### config.mk
export PLATFORM = sky130hd
export DESIGN_NAME = mux_rr_param_flat
export DESIGN_NICKNAME = d
export VERILOG_FILES = /design/src/rtl/mux_rr_param_if.sv /design/src/rtl/mux_rr_param.sv /design/src/flat_wrapper.sv
export SDC_FILE = /design/constraint.sdc
export NUM_CORES = 1
export LEC_CHECK = 0
export CORE_ASPECT_RATIO = 0.6
export CORE_MARGIN = 2
export CORE_UTILIZATION = 40
export CTS_BUF_LIST = sky130_fd_sc_hd__clkbuf_4
export DETAILED_ROUTE_END_ITERATION = 8
export PLACE_DENSITY = 0.55
export SKIP_LAST_GASP = 1
export SYNTH_ARGS = -nofsm -noshare
export SYNTH_HDL_FRONTEND = slang
export SYNTH_SLANG_ARGS = --single-unit
### constraint.sdc
create_clock -name clk -period 11.9 [get_ports clk]
set_input_delay 1.19 -clock clk [delete_from_list [all_inputs] [get_ports clk]]
set_output_delay 1.19 -clock clk [all_outputs]
set_load 0.01 [all_outputs]
### src/rtl/mux_rr_param_if.sv
// Handshake bundle between N parallel byte sources and the packing stage.
// The master side drives channel words and downstream ready; the slave is the mux.
interface mux_rr_param_if #(
  parameter int unsigned BW     = 8,
  parameter int unsigned NUM_CH = 4
);
  localparam int unsigned CW = $clog2(NUM_CH);

  logic [NUM_CH*BW-1:0] data_in;
  logic [NUM_CH-1:0]    valid_in;
  logic [NUM_CH-1:0]    ready_in;
  logic [BW-1:0]        data_out;
  logic                 valid_out;
  logic [CW-1:0]        ch_out;
  logic                 ready_out;
  logic                 idle;

  modport master (
    output data_in, valid_in, ready_out,
    input  ready_in, data_out, valid_out, ch_out, idle
  );

  modport slave (
    input  data_in, valid_in, ready_out,
    output ready_in, data_out, valid_out, ch_out, idle
  );
endinterface

### src/rtl/mux_rr_param.sv
// N-channel buffered multiplexer: one FIFO per channel feeding a registered
// output slot chosen by fixed TDM order (MODE 0) or work-conserving round-robin (MODE 1).
module mux_rr_param #(
  parameter int unsigned BW     = 8,
  parameter int unsigned NUM_CH = 4,
  parameter int unsigned DEPTH  = 4,
  parameter int unsigned MODE   = 1
) (
  input  logic           clk,
  input  logic           reset,
  mux_rr_param_if.slave  bus
);
  localparam int unsigned CW   = $clog2(NUM_CH);
  localparam int unsigned AW   = $clog2(DEPTH);
  localparam int unsigned CNTW = AW + 1;

  if ((NUM_CH < 2) || (NUM_CH > 8)) begin : g_bad_num_ch
    $error("mux_rr_param: NUM_CH must be in 2..8");
  end
  if ((DEPTH < 2) || ((DEPTH & (DEPTH - 1)) != 0)) begin : g_bad_depth
    $error("mux_rr_param: DEPTH must be a power of 2, at least 2");
  end

  logic [BW-1:0]   r_mem  [NUM_CH][DEPTH];
  logic [AW-1:0]   r_wptr [NUM_CH];
  logic [AW-1:0]   r_rptr [NUM_CH];
  logic [CNTW-1:0] r_cnt  [NUM_CH];

  logic [CW-1:0]   r_ptr;
  logic            r_valid;
  logic [BW-1:0]   r_data;
  logic [CW-1:0]   r_ch;

  logic [NUM_CH-1:0] w_empty;
  logic [NUM_CH-1:0] w_full;
  logic [NUM_CH-1:0] w_ready;
  logic [NUM_CH-1:0] w_push;
  logic [NUM_CH-1:0] w_pop;
  logic              w_adv;
  logic              w_gnt;
  logic [CW-1:0]     w_gnt_ch;
  logic [BW-1:0]     w_head;
  logic [CW-1:0]     w_ptr_nxt;
  int unsigned       w_idx;

  // Output slot may be refilled when empty or when its word is being taken.
  assign w_adv = !r_valid || bus.ready_out;

  for (genvar g = 0; g < NUM_CH; g++) begin : g_ch
    // Space is judged from the registered count only, so a full FIFO never bypasses.
    assign w_empty[g] = (r_cnt[g] == '0);
    assign w_full[g]  = (r_cnt[g] == CNTW'(DEPTH));
    assign w_ready[g] = !w_full[g] && !reset;
    assign w_push[g]  = bus.valid_in[g] && w_ready[g];
    assign w_pop[g]   = w_adv && w_gnt && (w_gnt_ch == CW'(g));

    always_ff @(posedge clk) begin
      if (w_push[g]) begin
        r_mem[g][r_wptr[g]] <= bus.data_in[g*BW +: BW];
      end
    end

    always_ff @(posedge clk) begin
      if (reset) begin
        r_wptr[g] <= '0;
        r_rptr[g] <= '0;
        r_cnt[g]  <= '0;
      end else begin
        if (w_push[g]) r_wptr[g] <= r_wptr[g] + AW'(1);
        if (w_pop[g])  r_rptr[g] <= r_rptr[g] + AW'(1);
        r_cnt[g] <= r_cnt[g] + CNTW'(w_push[g]) - CNTW'(w_pop[g]);
      end
    end
  end

  assign bus.ready_in = w_ready;

  // Grant selection: TDM looks at ptr only, round-robin takes the first nonempty from ptr.
  always_comb begin
    w_gnt     = 1'b0;
    w_gnt_ch  = '0;
    w_head    = '0;
    w_ptr_nxt = r_ptr;
    w_idx     = 0;
    if (MODE == 0) begin
      for (int unsigned i = 0; i < NUM_CH; i++) begin
        if ((CW'(i) == r_ptr) && !w_empty[i]) begin
          w_gnt    = 1'b1;
          w_gnt_ch = CW'(i);
          w_head   = r_mem[i][r_rptr[i]];
        end
      end
      w_ptr_nxt = (r_ptr == CW'(NUM_CH - 1)) ? '0 : r_ptr + CW'(1);
    end else begin
      for (int unsigned k = 0; k < NUM_CH; k++) begin
        w_idx = 32'(r_ptr) + k;
        if (w_idx >= NUM_CH) w_idx = w_idx - NUM_CH;
        if (!w_gnt && !w_empty[w_idx]) begin
          w_gnt     = 1'b1;
          w_gnt_ch  = CW'(w_idx);
          w_head    = r_mem[w_idx][r_rptr[w_idx]];
          w_ptr_nxt = (w_idx == NUM_CH - 1) ? '0 : CW'(w_idx + 1);
        end
      end
    end
  end

  always_ff @(posedge clk) begin
    if (reset) begin
      r_valid <= 1'b0;
      r_data  <= '0;
      r_ch    <= '0;
      r_ptr   <= '0;
    end else if (w_adv) begin
      r_valid <= w_gnt;
      r_ptr   <= w_ptr_nxt;
      if (w_gnt) begin
        r_data <= w_head;
        r_ch   <= w_gnt_ch;
      end
    end
  end

  assign bus.data_out  = r_data;
  assign bus.valid_out = r_valid;
  assign bus.ch_out    = r_ch;
  assign bus.idle      = (&w_empty) && !r_valid;
endmodule
### src/flat_wrapper.sv
// flat-port wrapper written by rule: the top's interface ports become plain ports
module mux_rr_param_flat 
#(
  parameter int unsigned BW     = 8,
  parameter int unsigned NUM_CH = 4,
  parameter int unsigned DEPTH  = 4,
  parameter int unsigned MODE   = 1
)
  (clk, reset, bus_data_in, bus_valid_in, bus_ready_out, bus_ready_in, bus_data_out, bus_valid_out, bus_ch_out, bus_idle);
  mux_rr_param_if #(.BW(BW), .NUM_CH(NUM_CH)) bus_i ();
  input  logic clk;
  input  logic reset;
  input wire logic [$bits(bus_i.data_in)-1:0] bus_data_in;
  input wire logic [$bits(bus_i.valid_in)-1:0] bus_valid_in;
  input wire logic [$bits(bus_i.ready_out)-1:0] bus_ready_out;
  output wire logic [$bits(bus_i.ready_in)-1:0] bus_ready_in;
  output wire logic [$bits(bus_i.data_out)-1:0] bus_data_out;
  output wire logic [$bits(bus_i.valid_out)-1:0] bus_valid_out;
  output wire logic [$bits(bus_i.ch_out)-1:0] bus_ch_out;
  output wire logic [$bits(bus_i.idle)-1:0] bus_idle;
  assign bus_i.data_in = bus_data_in;
  assign bus_i.valid_in = bus_valid_in;
  assign bus_i.ready_out = bus_ready_out;
  assign bus_ready_in = bus_i.ready_in;
  assign bus_data_out = bus_i.data_out;
  assign bus_valid_out = bus_i.valid_out;
  assign bus_ch_out = bus_i.ch_out;
  assign bus_idle = bus_i.idle;
  mux_rr_param #(.BW(BW), .NUM_CH(NUM_CH), .DEPTH(DEPTH), .MODE(MODE)) u_core (.clk(clk), .reset(reset), .bus(bus_i));
endmodule
# [Word level (Yosys, flattened, before mapping)]
# Memories as Yosys holds them, arrays and structs flattened.
# Cells that the tools add are included.
[word_totals] reg_bits=13 ramBits=156 input_bits=39 out_inout_bits=16 mem_count=4
[memory_table] memory="u_core.r_mem" depth=4 width=32 read_ports=4 rd_ports_with_merged_regs=0 wr=4 line_no="mux_rr_param.sv:24" text="logic [BW-1:0] r_mem [NUM_CH][DEPTH];"
[memory_table] memory="u_core.r_cnt" depth=4 width=3 read_ports=4 rd_ports_with_merged_regs=0 wr=4 line_no="mux_rr_param.sv:27" text="logic [CNTW-1:0] r_cnt [NUM_CH];"
[memory_table] memory="u_core.r_rptr" depth=4 width=2 read_ports=8 rd_ports_with_merged_regs=0 wr=4 line_no="mux_rr_param.sv:26" text="logic [AW-1:0] r_rptr [NUM_CH];"
[memory_table] memory="u_core.r_wptr" depth=4 width=2 read_ports=4 rd_ports_with_merged_regs=0 wr=4 line_no="mux_rr_param.sv:25" text="logic [AW-1:0] r_wptr [NUM_CH];"
[classes] addsub=27 n_lt_le_gt_ge=20 n_eq_ne=12 n_mux=95 bitwise_logic=20 reduce_logical=41
[op_table] operator="32-bit two-way mux" count=8
[op_table] operator="32-bit by 2-bit equality test with 1-bit output (second input constant)" count=4
[op_table] operator="32-bit by 3-bit less-than comparator with 1-bit output (second input constant)" count=4
[op_table] operator="8-bit two-way mux" count=16
[op_table] operator="32-bit by 3-bit >= comparator with 1-bit output (second input constant)" count=3
[op_table] operator="32-bit by 3-bit subtractor with 32-bit output (second input constant)" count=3
[op_table] operator="8-bit binary-select mux with 2-bit select" count=4
[op_table] operator="8-bit demux with 2-bit select" count=4
[op_table] operator="2-bit two-way mux" count=20
[op_table] operator="1-bit two-way mux" count=35
[op_table] operator="2-bit by 1-bit adder with 2-bit output (second input constant)" count=12
[op_table] operator="3-bit >= comparator (second input constant)" count=8
[op_table] operator="2-bit NOT with 3-bit output" count=8
[op_table] operator="1-bit logical AND" count=21
[op_table] operator="3-bit by 1-bit adder with 3-bit output" count=4
[op_table] operator="3-bit equality test (second input constant)" count=4
[op_table] operator="3-bit zero test" count=4
[op_table] operator="3-bit by 1-bit less-than comparator with 1-bit output (second input constant)" count=4
[op_table] operator="3-bit two-way mux" count=4
[op_table] operator="1-bit bitwise OR" count=12
[op_table] operator="3-bit by 1-bit subtractor with 3-bit output" count=4
[op_table] operator="1-bit zero test" count=11
[op_table] operator="1-bit binary-select mux with 2-bit select" count=4
[op_table] operator="2-bit by 2-bit adder with 3-bit output (second input constant)" count=2
[op_table] operator="other kinds (10)" count=12

# [Logic depth before layout (Yosys ltp)]
# Gate-level depths: netlist of the first run.
[logic_depth] depth_word=20 depth_mapped=24 ltp_nobuf=17

# [Worst setup path after synthesis of the first run]
# OpenSTA, ideal clock, no wires.
[synth_timing] path_type="register -> register" start="reg u_core.r_ptr[1]" end="mem u_core.r_cnt[1][2] (netlist name)" setup_time_ps=128 arrival_time_ps=4556 required_ps=11772 path_slack_ps=7216 stages_incl_launch_ff=23 period_less_slack_ps=4684 cell_sequence="dfxtp_1 -> buf_2 -> buf_4 -> inv_1 -> buf_1 -> clkbuf_1 -> ha_1 -> buf_2 -> buf_4 -> buf_2 -> inv_1 -> buf_1 -> o21ai_0 -> o211ai_1 -> nand2b_1 -> inv_1 -> ha_1 -> inv_1 -> ha_1 -> fa_1 -> xnor2_1 -> xnor2_1 -> nor2_1"
[synth_lines] item="start, declared" line_no="mux_rr_param.sv:29" text="logic [CW-1:0] r_ptr;"
[synth_lines] item="start signal, assigned" line_no="mux_rr_param.sv:116" text="r_ptr <= w_ptr_nxt;"
[synth_lines] item="end, declared" line_no="mux_rr_param.sv:27"

==> qor.csv, run 1 <==
stage;metric;value;unit
die;initial_core_util;41.0;%
synth;seq_area_frac_synth;42.4;%
detailed_routing;drc;8;
clock_network;cts_tree;done;
power;power_frac_clock;12.4;%
die;dieArea;29800;sq um
clock_network;cts.path.max_buffers;2;
layout;drive_gt1_share;15.4;%
timing;final-setup-viol-count;0;
setup_path;r2r-start;u_core.r_ptr[0];
power;power.switching;1.41;mW
detailed_routing;routed_wl;39500;um
synth;ys_types;56;
synth;yosys.area_share.simple;10.5;%
timing;period_share;38.4;%
detailed_routing;via_per_inst;6.58;
power;p_int;1.64;mW
run_status;outcome;finished, violations left;
synth;syn_inst;939;
power;seqPwrFrac;27.8;%
clock_network;cts.sinks;169;
layout;areaGrowthSynthToFinish;10.1;%
detailed_routing;vias;8819;
timing;fmax;219;MHz
clock_network;ctsHoldBuffers;0;
placed_design;globalplace.congestion;0.946;
setup_path;critPathMaxStageDelay;0.79;ns
global_route;grt_antenna_before_repair;2;
layout;fillCellCount;2581;
clock_network;post_cts_resized;0;
setup_path;timing.rr.end;u_core.r_cnt[0][5];
die;coreArea;27800;sq um
synth;synth_seq_cells;169;
clock_network;h-tree-depth;4;
clock_network;clock_latency;0.66;ns
setup_path;cp-startpoint;u_core.r_ptr[0];
timing;finalCriticalPeriod;4.57;ns
setup_path;r2r_cells;17;
clock_network;root_buffer;clkbuf_4;
clock_network;clkTransAtPathRegs;0.14;ns
setup_path;crit_slowest_cell;dfxtp_4;
global_route;grt_max_degree;63;
timing;worstMarginPinSlew;1.13;ns
detailed_routing;ant_nets;0;
power;p_leak;4.46;nW
timing;slew_headroom;24.3;%
die;rows;47;
global_route;first_global_vias;8085;
synth;ys_async_sr_fraction;0;%
setup_path;crit_path_start_kind;register;
detailed_routing;drtIter0Drc;1188;
power;max-vdd-ir-drop;0.152;mV
synth;syn_area_per_cell;12.1;sq um
power;power_density;244;nW/um^2
timing;finalSetupTns;0;ns
placed_design;placed_cell_area;12200;sq um
detailed_routing;dr.pass1.iters;7;
hold_path;hp-class;reg -> reg;
clock_network;cts_setup_buffers;0;
timing;rsz0062_at_grt;no;
placed_design;hpwl;27200;um
power;p_sw_share;46.3;%
setup_path;cp.required;12.44;ns
layout;final_design_area_no_fill;12500;sq um
synth;synth-edff-count;144;
clock_network;cts_buffers;17;
setup_path;critical_path_class;reg -> reg;
setup_path;cpMostUsedCell;inv_1;
power;combPwrFrac;59.8;%
run_status;violations;DRC;
global_route;grt_overflow;0;
die;die_h;135;um
setup_path;path_cells;inv_1 -> ha_4 -> buf_4 -> nand2b_1 -> a21oi_1 -> a211o_1 -> o211ai_1 -> nand4_1 -> inv_1 -> ha_1 -> inv_1 -> ha_1 -> inv_1 -> fa_1 -> xor2_1 -> xnor2_1 -> nor2_1;
global_route;grt_pass1_wl;57600;um
setup_path;cp_max_fo;59;
setup_path;cp-end-kind;register;
synth;syn_nets;1010;
detailed_routing;drt-wirelength-per-cell;29.5;um
die;boundaryPins;55;
setup_path;cp.buffers_inverters;5;
synth;synthMuxAreaShare;29.0;%
setup_path;crit_family;buffers and inverters;
synth;synth_ff_type;edfxtp_1;
synth;synth_fa_ha_area_share;3.78;%
synth;syn_area;11400;sq um
synth;synth_compound_area_share;9.13;%
global_route;grtUsageTotal;26.9;%
setup_path;cp.arrival;5.11;ns
setup_path;endpoint;u_core.r_cnt[0][5];
synth;synth_top_family_by_area;multiplexers;
synth;yosys_warnings;0;
setup_path;r2r_slack;7.33;ns
timing;slew_viol_final;0;
synth;synth_xor_area_share;1.00;%
die;chipWidth;222;um
timing;hold_viol;0;
layout;final_nets;1028;
placed_design;port_buffers;54;
setup_path;cp.depth;17;
job;cap_violations;0;
timing;fin_skew;0.0295;ns
[per-layer routing]
layer | routed length (um) | share of wire, % | GRT usage [%] | vias up
li1 | - | - | - | 3744
met1 | 18100 | 46 | 41.6 | 4393
met2 | 15100 | 38 | 33.7 | 622
met3 | 5250 | 13 | 9.55 | 60
met4 | 1010 | 2.6 | 9.42 | 0
met5 | 0 | 0 | 0 | -
[synth_stat cells (5+ instances only)]
| cell type | count | share of area, % |
|---|---|---|
| nor4_1 | 9 | 0.50 |
| dfxtp_1 | 25 | 4.4 |
| or2_2 | 5 | 0.28 |
| mux2i_1 | 142 | 12 |
| mux4_2 | 72 | 14 |
| edfxtp_1 | 144 | 38 |
| nand3_1 | 8 | 0.35 |
| o21ai_0 | 22 | 0.97 |
| mux2_2 | 13 | 1.3 |
| o22ai_1 | 13 | 0.72 |
| and2_1 | 5 | 0.28 |
| nor2_1 | 43 | 1.4 |
| a31oi_1 | 7 | 0.39 |
| clkbuf_1 | 23 | 0.76 |
| a211oi_1 | 35 | 2.3 |
| o211ai_1 | 8 | 0.53 |
| a21oi_1 | 36 | 1.6 |
| nor2b_1 | 26 | 1.4 |
| or3_1 | 7 | 0.39 |
| buf_2 | 30 | 1.3 |
| nand2_1 | 47 | 1.6 |
| inv_1 | 31 | 1.0 |
| nor3_1 | 32 | 1.4 |
| and3_1 | 25 | 1.4 |
| buf_1 | 10 | 0.33 |
| xnor2_1 | 11 | 0.85 |
| buf_4 | 8 | 0.53 |
| nand4_1 | 10 | 0.55 |
| ha_1 | 28 | 3.1 |
| nand2b_1 | 8 | 0.44 |
[cells by family (layout without fill, tap and decap cells)]
| logic type | Yosys count | in the layout |
|---|---|---|
| XOR/XNOR | 13 | 13 |
| buffers and inverters | 104 | 135 |
| flip-flops | 169 | 169 |
| multiplexers | 232 | 232 |
| AO/OA/AOI/OAI | 156 | 156 |
| AND/OR/NAND/NOR | 233 | 233 |
| other | 0 | 3 |
| adder cells (fa/ha/maj) | 32 | 32 |
[power groups by stage]
stage | combinational (mW) | sequential [mW] | clock [mW]
floorplan | 1.35 | 0.778 | 0
global placement | 1.78 | 0.856 | 0
detailed placement | 1.78 | 0.857 | 0
CTS | 1.79 | 0.843 | 0.388
global route | 1.95 | 0.855 | 0.409
finish | 1.83 | 0.850 | 0.379
[flip-flops by register name, summed over array words and instances (netlist names)]
signal / cells
u_core.bus.ch_out: 2
u_core.r_mem: 128
u_core.r_rptr: 8
u_core.r_cnt: 12
u_core.r_wptr: 8
u_core.bus.valid_out: 1
u_core.r_ptr: 2
u_core.bus.data_out: 8
[worst register-to-register path, cell delays in order, from the launching register on]
cell and delay [ns]:
dfxtp_4 0.79, inv_1 0.20, ha_4 0.31, buf_4 0.76, nand2b_1 0.31, a21oi_1 0.24
a211o_1 0.12, o211ai_1 0.17, nand4_1 0.23, inv_1 0.07, ha_1 0.27, inv_1 0.06
ha_1 0.13, inv_1 0.04, fa_1 0.38, xor2_1 0.18, xnor2_1 0.15, nor2_1 0.05
[per-stage QoR]
| step | util, % | hold slack [ns] | cells | total power, mW | worst slack, ns |
|---|---|---|---|---|---|
| after floorplan | - | 0.481 | 939 | 2.12 | 7.22 |
| after global placement | 43.9 | 0.475 | 1305 | 2.64 | 7.45 |
| after detailed placement | 43.9 | 0.465 | 1305 | 2.64 | 7.39 |
| after CTS | 45.1 | 0.484 | 1337 | 3.02 | 7.36 |
| after global routing | 45.1 | 0.516 | 1339 | 3.21 | 7.03 |
| final | 45.1 | 0.488 | 1340 | 3.06 | 7.33 |
[layout make-up]
cell class | instances | area (sq um) | area share [%]
diodes | 3 | 7.51 | 0.0600
clock buffers | 17 | 128 | 1.02
clock inverters | 15 | 189 | 1.51
inverters | 31 | 116 | 0.929
multi-input cells | 666 | 6120 | 48.9
flip-flops and latches | 169 | 4830 | 38.6
well taps | 367 | 459 | 3.67
repair buffers | 72 | 671 | 5.36
[how the worst min path moves through the flow]
| stage | start | to | slack (ns) | cells after the start |
|---|---|---|---|---|
| finish | u_core.bus.ch_out[0] | u_core.bus.ch_out[0] | 0.49 | 2 |
| global route | u_core.bus.data_out[2] | u_core.bus.data_out[2] | 0.52 | 2 |
| CTS | u_core.bus.ch_out[0] | u_core.bus.ch_out[0] | 0.48 | 2 |
| detailed placement | u_core.bus.ch_out[0] | u_core.bus.ch_out[0] | 0.47 | 2 |
| global placement | u_core.bus.ch_out[0] | u_core.bus.ch_out[0] | 0.47 | 2 |
| floorplan | u_core.bus.ch_out[0] | u_core.bus.ch_out[0] | 0.48 | 2 |
[layout by cell type (no fill, tap or decap), drive strengths merged, types with 10 or more instances in the layout]
cell | netlist | layout
nor3 | 32 | 32
ha | 28 | 28
o22ai | 13 | 13
nand4 | 10 | 10
nor2 | 43 | 43
inv | 31 | 37
a211oi | 35 | 35
nor2b | 26 | 26
and3 | 25 | 25
mux2 | 13 | 13
xnor2 | 11 | 11
o21ai | 23 | 23
nand2 | 47 | 47
a21oi | 36 | 36
mux4 | 75 | 75
buf | 50 | 19
dfxtp | 25 | 25
mux2i | 144 | 144
clkbuf | 23 | 17
edfxtp | 144 | 144
clkdlybuf4s50 | 0 | 53
No activity file was read; power rests on OpenSTA's default activity.
==> run 2: changes to the inputs <==
clock period = 4.25 ns   (was 11.9 ns; I/O delays follow)
==> run 2 against run 1 <==
The flow still finishes with violations (DRC). Design area rose by 0.89%. Combinational power rose to 2.9 times the previous value. Clock skew rose by 0.0025 ns. Worst hold slack got worse by 0.25 ns. Die area did not move. Wire length fell by 1.3%. Global-route usage fell by 0.28 points. Highest routed layer is now met5. Power rose to 2.9 times the previous value. Sequential power rose to 2.8 times the previous value. Critical endpoint unchanged.
==> qor.csv, run 2 (synthesis results as in run 1) <==
stage;metric;value;unit;change
run_status;outcome;finished, violations left;;unchanged
run_status;violations;DRC;;unchanged
detailed_routing;drc;2;;was 8
global_route;grt_overflow;0;;unchanged
layout;final_design_area_no_fill;12600;sq um;was 12500 sq um
die;chipWidth;222;um;unchanged
setup_path;timing.rr.end;u_core.r_cnt[0][5];;unchanged
job;cap_violations;0;;unchanged
clock_network;clkTransAtPathRegs;0.16;ns;was 0.14 ns
timing;finalCriticalPeriod;3.65;ns;was 4.57 ns
global_route;grt_max_degree;54;;was 63
placed_design;dpl.cell_count;1318;;was 1305
power;max-vdd-ir-drop;0.297;mV;was 0.152 mV
clock_network;post_cts_resized;0;;unchanged
clock_network;cts_tree;done;;unchanged
global_route;grt_pass1_wl;56600;um;was 57600 um
layout;areaGrowthSynthToFinish;11.1;%;was 10.1%
detailed_routing;ant_nets;0;;unchanged
layout;seqCellArea;4830;sq um;unchanged
detailed_routing;vias;8687;;was 8819
clock_network;cts.path.max_buffers;2;;unchanged
clock_network;clock_latency;0.65;ns;was 0.66 ns
detailed_routing;drtIter0Drc;1112;;was 1188
timing;fin_skew;0.0319;ns;was 0.0295 ns
timing;fmax;274;MHz;was 219 MHz
timing;fin_ws;0.596;ns;was 7.33 ns
detailed_routing;via_per_inst;6.43;;was 6.58
setup_path;cp.arrival;4.18;ns;was 5.11 ns
setup_path;crit_slowest_cell;dfxtp_4;;unchanged
layout;fillCellCount;2587;;was 2581
timing;period_share;86.0;%;was 38.4%
placed_design;globalplace.congestion;0.936;;was 0.946
die;rows;47;;unchanged
detailed_routing;routed_wl;39000;um;was 39500 um
placed_design;dp_worst_setup_slack;0.708;ns;was 7.39 ns
die;dieArea;29800;sq um;unchanged
hold_path;hold_depth;2;;unchanged
layout;multi_input_area;6130;sq um;was 6120 sq um
die;coreArea;27800;sq um;unchanged
timing;rsz0062_at_grt;no;;unchanged
hold_path;hold_end;u_core.r_cnt[1][2];;was u_core.bus.ch_out[0]
placed_design;placed_cell_area;12300;sq um;was 12200 sq um
timing;slew_viol_final;0;;unchanged
setup_path;cpMostUsedCell;inv_1;;unchanged
setup_path;crit_path_start_kind;register;;unchanged
timing;hold_viol;0;;unchanged
clock_network;ctsHoldBuffers;0;;unchanged
detailed_routing;drt-wirelength-per-cell;28.9;um;was 29.5 um
setup_path;critPathMaxStageDelay;0.54;ns;was 0.79 ns
setup_path;cp.required;4.78;ns;was 12.44 ns
timing;worstMarginPinSlew;1.03;ns;was 1.13 ns
setup_path;r2r-start;u_core.r_ptr[0];;unchanged
die;initial_core_util;41.0;%;unchanged
setup_path;cp-end-kind;register;;unchanged
clock_network;root_buffer;clkbuf_4;;unchanged
setup_path;r2r_cells;16;;was 17
layout;final_common_cell;edfxtp_1;;unchanged
power;power;8.72;mW;was 3.06 mW
clock_network;cts_buffers;17;;unchanged
power;power_density;690;nW/um^2;was 244 nW/um^2
layout;layout.cells.non_filler;1351;;was 1340
setup_path;cp_max_fo;23;;was 59
hold_path;hp-start;reset;;was u_core.bus.ch_out[0]
clock_network;h-tree-depth;4;;unchanged
setup_path;path_cells;inv_1 -> ha_4 -> inv_1 -> buf_4 -> o21ai_0 -> o211ai_1 -> nand4_1 -> inv_1 -> ha_1 -> inv_1 -> ha_1 -> inv_1 -> fa_1 -> xor2_1 -> xnor2_1 -> nor2_1;;was inv_1 -> ha_4 -> buf_4 -> nand2b_1 -> a21oi_1 -> a211o_1 -> o211ai_1 -> nand4_1 -> inv_1 -> ha_1 -> inv_1 -> ha_1 -> inv_1 -> fa_1 -> xor2_1 -> xnor2_1 -> nor2_1
die;boundaryPins;55;;unchanged
die;die_h;135;um;unchanged
timing;slew_headroom;30.8;%;was 24.3%
clock_network;cts.sinks;169;;unchanged
timing;final-setup-viol-count;0;;unchanged
timing;whs;0.233;ns;was 0.488 ns
layout;largest_reg_flops;128;;unchanged
clock_network;cts_setup_buffers;0;;unchanged
global_route;first_global_vias;8136;;was 8085
placed_design;port_buffers;54;;unchanged
timing;finalSetupTns;0;ns;unchanged
placed_design;hpwl;27700;um;was 27200 um
layout;final_nets;1041;;was 1028
layout;drive_gt1_share;16.7;%;was 15.4%
global_route;grt_antenna_before_repair;1;;was 2
detailed_routing;dr.pass1.iters;7;;unchanged
setup_path;r2r_slack;0.60;ns;was 7.33 ns
global_route;grtUsageTotal;26.6;%;was 26.9%
layout;final_cell_mix;edfxtp_1, mux2i_1, mux4_2;;unchanged
setup_path;critical_path_class;reg -> reg;;unchanged
power;p_leak;4.53;nW;was 4.46 nW
layout;final_core_util;45.5;%;was 45.1%
hold_path;hp-class;in -> reg;;was reg -> reg
-- run 2: cell count changes in the layout (fill, tap and decap cells not counted) --
cell / delta
clkinv_4: -2
a211oi_1: -1
clkbuf_4: +1
clkinv_2: +1
clkinvlp_4: -1
buf_12: +1
inv_6: +2
clkinv_1: -1
a211oi_2: +1
buf_4: +12
diode_2: -2
-- run 2: worst max path at each step --
| stage | slack, ns | to | startpoint |
|---|---|---|---|
| floorplan | 0.003 | u_core.r_cnt[1][2] | u_core.r_ptr[1] |
| global placement | 0.76 | u_core.bus.data_out[7] | u_core.r_ptr[0] |
| detailed placement | 0.71 | u_core.r_cnt[0][5] | u_core.r_ptr[0] |
| CTS | 0.68 | u_core.r_cnt[0][5] | u_core.r_ptr[0] |
| global route | 0.37 | u_core.r_cnt[0][5] | u_core.r_ptr[0] |
| finish | 0.60 | u_core.r_cnt[0][5] | u_core.r_ptr[0] |
-- run 2: cell type report --
| cell class | count | share of cell area [%] |
|---|---|---|
| inverters | 31 | 0.921 |
| well taps | 367 | 3.64 |
| diodes | 1 | 0.0198 |
| flip-flops and latches | 169 | 38.2 |
| clock buffers | 18 | 1.07 |
| clock inverters | 14 | 1.45 |
| repair buffers | 85 | 6.18 |
| multi-input cells | 666 | 48.5 |
-- run 2: power breakdown --
| group | internal, mW | leakage, nW | switching, mW | total, mW |
|---|---|---|---|---|
| Clock | 0.432 | 0.172 | 0.642 | 1.07 |
| Sequential | 2.01 | 1.54 | 0.342 | 2.36 |
| Combinational | 2.26 | 2.82 | 3.03 | 5.29 |
-- run 2: routing by layer --
layer	GRT usage (%)	vias up	wire (um)
met1	39.6	4277	17800
met4	8.78	2	1000
met5	0	-	27
met2	34.7	592	15200
li1	-	3762	-
met3	10.5	54	5020
-- run 2: worst max-delay path: cells and delay by family, from the launching register on --
| family | cells | cell delay, ns |
|---|---|---|
| adder cells (fa/ha/maj) | 4 | 1.07 |
| AND/OR/NAND/NOR | 2 | 0.35 |
| flip-flops | 1 | 0.54 |
| XOR/XNOR | 2 | 0.31 |
| AO/OA/AOI/OAI | 2 | 0.52 |
| buffers and inverters | 6 | 0.73 |
